`config.mk`:
```
export PLATFORM = sky130hd
export DESIGN_NAME = anim_frame_seq
export DESIGN_NICKNAME = d
export VERILOG_FILES = /design/src/rtl/anim_frame_seq.sv
export SDC_FILE = /design/constraint.sdc
export NUM_CORES = 1
export LEC_CHECK = 0
export ABC_AREA = 1
export CORE_MARGIN = 1
export CORE_UTILIZATION = 50
export CTS_BUF_LIST = sky130_fd_sc_hd__clkbuf_4 sky130_fd_sc_hd__clkbuf_8
export DETAILED_ROUTE_END_ITERATION = 16
export GPL_TIMING_DRIVEN = 0
export PLACE_DENSITY_LB_ADDON = 0.3
export SLEW_MARGIN = 10
export SYNTH_ARGS = -nofsm -noshare
export SYNTH_HDL_FRONTEND = slang
export SYNTH_SLANG_ARGS = --single-unit
```
`constraint.sdc`:
```
create_clock -name clk -period 3.6 [get_ports clk]
set_input_delay 1.08 -clock clk [delete_from_list [all_inputs] [get_ports clk]]
set_output_delay 1.08 -clock clk [all_outputs]
set_load 0.005 [all_outputs]
```
`src/rtl/anim_frame_seq.sv`:
```
// Frame sequencer for the 7-segment animation decoders: picks which of FRAMES frames is shown
// and when, with a programmable period, play/pause/stop control and four playback modes.
module anim_frame_seq #(
    parameter int unsigned FRAMES = 32,
    parameter int unsigned DIV_W  = 24
) (
    input  logic             clk,
    input  logic             rst,
    input  logic             start,
    input  logic             stop,
    input  logic             pause,
    input  logic [1:0]       mode,
    input  logic [DIV_W-1:0] div,
    output logic [4:0]       frame,
    output logic             frame_tick,
    output logic             busy,
    output logic             done
);

    localparam logic [4:0] LastFrame = 5'(FRAMES - 1);
    localparam logic [1:0] ModeFwd   = 2'b00;
    localparam logic [1:0] ModeRev   = 2'b01;
    localparam logic [1:0] ModePing  = 2'b10;
    localparam logic [1:0] ModeOnce  = 2'b11;

    typedef enum logic [1:0] {StIdle, StRun, StHold, StDone} state_e;

    state_e           state_q, state_d;
    logic [4:0]       frame_q, frame_d;
    logic             dir_q, dir_d;  // 1 = counting up
    logic [DIV_W-1:0] presc_q, presc_d;
    logic [DIV_W-1:0] div_q, div_d;
    logic [1:0]       mode_q, mode_d;
    logic             tick_q, tick_d;

    logic [4:0]       nxt_frame;
    logic             nxt_dir;
    logic             finish;

    // Frame that the next advance would show, given the latched mode.
    always_comb begin
        nxt_frame = frame_q;
        nxt_dir   = dir_q;
        finish    = 1'b0;
        unique case (mode_q)
            ModeFwd: nxt_frame = (frame_q == LastFrame) ? 5'd0 : frame_q + 5'd1;
            ModeRev: nxt_frame = (frame_q == 5'd0) ? LastFrame : frame_q - 5'd1;
            ModePing: begin
                if (LastFrame == 5'd0) begin
                    nxt_frame = 5'd0;
                end else if (dir_q) begin
                    if (frame_q == LastFrame) begin
                        nxt_frame = LastFrame - 5'd1;
                        nxt_dir   = 1'b0;
                    end else begin
                        nxt_frame = frame_q + 5'd1;
                    end
                end else begin
                    if (frame_q == 5'd0) begin
                        nxt_frame = 5'd1;
                        nxt_dir   = 1'b1;
                    end else begin
                        nxt_frame = frame_q - 5'd1;
                    end
                end
            end
            ModeOnce: begin
                if (frame_q == LastFrame) begin
                    finish = 1'b1;
                end else begin
                    nxt_frame = frame_q + 5'd1;
                end
            end
        endcase
    end

    always_comb begin
        state_d = state_q;
        frame_d = frame_q;
        dir_d   = dir_q;
        presc_d = presc_q;
        div_d   = div_q;
        mode_d  = mode_q;
        tick_d  = 1'b0;
        if (stop) begin
            state_d = StIdle;
            frame_d = 5'd0;
            dir_d   = 1'b1;
            presc_d = '0;
        end else if (start) begin
            mode_d  = mode;
            div_d   = (div == '0) ? DIV_W'(1) : div;
            frame_d = (mode == ModeRev) ? LastFrame : 5'd0;
            dir_d   = 1'b1;
            presc_d = '0;
            state_d = pause ? StHold : StRun;
        end else begin
            unique case (state_q)
                StIdle, StDone: presc_d = '0;
                StHold: begin
                    if (!pause) state_d = StRun;
                end
                StRun: begin
                    // An advance coinciding with pause is deferred: the count stays at terminal.
                    if (pause) begin
                        state_d = StHold;
                    end else if (presc_q == div_q - DIV_W'(1)) begin
                        presc_d = '0;
                        if (finish) begin
                            state_d = StDone;
                        end else begin
                            frame_d = nxt_frame;
                            dir_d   = nxt_dir;
                            tick_d  = (nxt_frame != frame_q);
                        end
                    end else begin
                        presc_d = presc_q + DIV_W'(1);
                    end
                end
            endcase
        end
    end

    always_ff @(posedge clk) begin
        if (rst) begin
            state_q <= StIdle;
            frame_q <= 5'd0;
            dir_q   <= 1'b1;
            presc_q <= '0;
            div_q   <= DIV_W'(1);
            mode_q  <= ModeFwd;
            tick_q  <= 1'b0;
        end else begin
            state_q <= state_d;
            frame_q <= frame_d;
            dir_q   <= dir_d;
            presc_q <= presc_d;
            div_q   <= div_d;
            mode_q  <= mode_d;
            tick_q  <= tick_d;
        end
    end

    assign frame      = frame_q;
    assign frame_tick = tick_q;
    assign busy       = (state_q == StRun) || (state_q == StHold);
    assign done       = (state_q == StDone);

endmodule

```
==> impl_metrics.csv <==
group,metric,value,unit
synth,yosys.area.top_type,"dfxtp_1",
setup_path,path_class,"reg -> reg",
global_route,gr-total-overflow,0,
synth,syn_inst,671,
die,core-area,8180,um2
clocking,clkTransAtPathRegs,70,ps
sta,finalCritPeriodShare,85.8,%
cells_and_area,fin_cells,829,
setup_path,critPathLaunchType,"register",
sta,hold_viol,0,
setup_path,cp.arrival,3330,ps
synth,ys_seq_elements,59,
sta,final.setup_skew,12.0,ps
sta,worstMarginPinSlew,570,ps
synth,yosys-top-cells-area,"dfxtp_1 (28%), nand2_1 (14%), nor2_1 (8.2%), inv_1 (8.1%), xor2_1 (6.2%)",
sta,holdWs,533,ps
clocking,clk_latency,350,ps
sta,post-route-min-period,3090,ps
synth,yosys_warnings,0,
setup_path,worstPathRequired,3840,ps
placement,hpwl,8600,um
status,status,"finished, final reports clean",
clocking,clock-root-buffer,"clkbuf_8",
routing,via_count,4375,
synth,ys_seq_area_share,28.1,%
global_route,grt_pass1_wl,18500,um
cells_and_area,finish.utilization,60.2,%
routing,drtAntennaViolNets,0,
global_route,antenna_found_initial,0,
routing,first_pass_iters,4,
routing,wirelength,11200,um
global_route,grt_max_degree,11,
die,die_area,8780,um2
synth,yosysUniqueCellTypes,42,
routing,drtIter0Drc,250,
die,chipWidth,93.7,um
sta,rsz0062_at_grt,"false",
clocking,cts_hold_buf,0,
placement,port_buffers,37,
synth,avgSynthCellArea,6.27,um2
setup_path,worstPathMaxFanout,8,
synth,synth_common_cells,"nand2_1 (155), nor2_1 (92), inv_1 (91), dfxtp_1 (59), o21ai_0 (52)",
synth,yosys.area.top_type_share,28.1,%
placement,dp.cells,813,
job,drv_cap,0,
cells_and_area,drive_gt1_share,7.18,%
clocking,numCtsBuffers,9,
die,die_height,93.7,um
synth,ys.flop_type,"dfxtp_1",
synth,synth_edf_count,0,
synth,syn_nets,712,
sta,fmax,324,MHz
placement,gp_congestion,0.919,
pwr,vdd_drop_max,0.164,mV
clocking,h-tree-depth,3,
routing,wl_per_cell,13.5,um
cells_and_area,diodes,0,
clocking,cts.path.max_buffers,2,
die,boundaryPins,39,
sta,final-max-slew-violation-count,0,
routing,drcViolationCount,0,
die,rows,33,
cells_and_area,layout.nets,760,
cells_and_area,syn_to_final_growth,17.0,%
sta,finalSetupViolations,0,
clocking,cts.repair.resized,0,
die,start_util,51.5,%
clocking,cts.sinks,59,
pwr,p_per_area,348,nW/um2
global_route,grt_pass1_vias,4173,
synth,synth_area,4210,um2
clocking,cts_tree,"built",
global_route,grt.total_usage,26.9,%
pwr,cellLeakagePower,2.22,nW
pwr,total_power,1.71,mW
sta,finalSetupTns,0,ps
synth,async_flop_share,0,%
routing,viasPerCell,5.28,
worst_hold_path,hold_path_class,"reg -> reg",
clocking,post_cts_buffers,0,
synth,synth.most_common_cell,"nand2_1",
setup_path,crit_path_end_kind,"register",
sta,maxSlewHeadroom,61.8,%
==> cells in the final DEF, fill, tap and decap left out, types with 2 or more instances in the layout <==
cell type        netlist  final
nand2_1              155    155
nor2_1                92     92
inv_1                 91     91
dfxtp_1               59     59
o21ai_0               52     52
nand3_1               44     44
clkdlybuf4s50_1        0     37
xor2_1                30     30
a21oi_1               27     27
nor2_2                19     19
nand4_1               14     14
xnor2_1               11     11
clkbuf_1              10     10
ha_1                  10     10
clkbuf_8               0      9
nand3b_1               7      7
nor3_1                 7      7
nor4_1                 5      5
clkinv_2               0      4
nand2_2                3      3
nor2_4                 3      3
a21boi_1               3      3
clkinv_1               2      2
o211ai_1               2      2
and2_1                 2      2
o21bai_1               2      2
o21a_1                 2      2
a211oi_1               2      2
bufinv_16              0      2
==> critical path, stage by stage (launching register included) <==
cell	delay [ps]
dfxtp_1	490
ha_1	230
nand2_1	60
nor2_1	140
ha_1	330
clkinv_1	300
ha_1	350
o21ai_0	150
nand2_1	60
o21ai_0	60
o21ai_0	180
xor2_1	180
nor2_1	170
nand2_1	90
o21a_1	180
==> final timing paths <==
path	start	end	slack [ps]	cells past startpoint
setup reg to reg	frame[0]	frame_tick	510	14
hold reg to reg	div_q[0]	div_q[0]	530	2
setup / recovery	frame[0]	frame_tick	510	14
hold / removal	div_q[0]	div_q[0]	530	2
==> routing by layer <==
layer	vias up	track usage (%)	share of wire, %
li1	2220	-	-
met1	2028	30.6	44
met2	108	49.6	50
met3	19	4.61	4.1
met4	0	10.3	1.7
met5	-	0	0
==> metrics by stage <==
stage / instance area (um2) / setup slack [ps]
after floorplan: 4210 / 1140
after global placement: 4710 / 342
after detailed placement: 4710 / 322
after CTS: 4920 / 588
after global routing: 4920 / 259
final: 4920 / 511
==> sequential cells by signal, summed over array words and instances (netlist names) <==
register	count
dir_q	1
div_q	24
frame	5
frame_tick	1
mode_q	2
presc_q	24
state_q	2
==> kinds of logic after synthesis <==
| family | Yosys count | share of synthesized area [%] |
|---|---|---|
| compound gates | 96 | 12.6 |
| xor+xnor | 41 | 8.54 |
| fa+ha+maj | 10 | 2.97 |
| buf+inv | 110 | 10.5 |
| flops | 59 | 28.1 |
| simple gates | 355 | 37.3 |
==> where the power goes <==
group          switching (mW)  total (mW)  internal [mW]
registers              0.0328       0.708          0.676
clock network           0.283       0.676          0.393
logic                   0.199       0.330          0.132
==> final cells by class <==
type                       instances  area, um2
inverter                          94        353
buffer                            16       90.1
clock inverter                     6       80.1
sequential                        59       1180
fill                             792       3260
timing repair buffer              37        370
clock buffer                      10        131
tap                              105        131
multi-input combinational        502       2580
(Power assumes the default switching activity.)
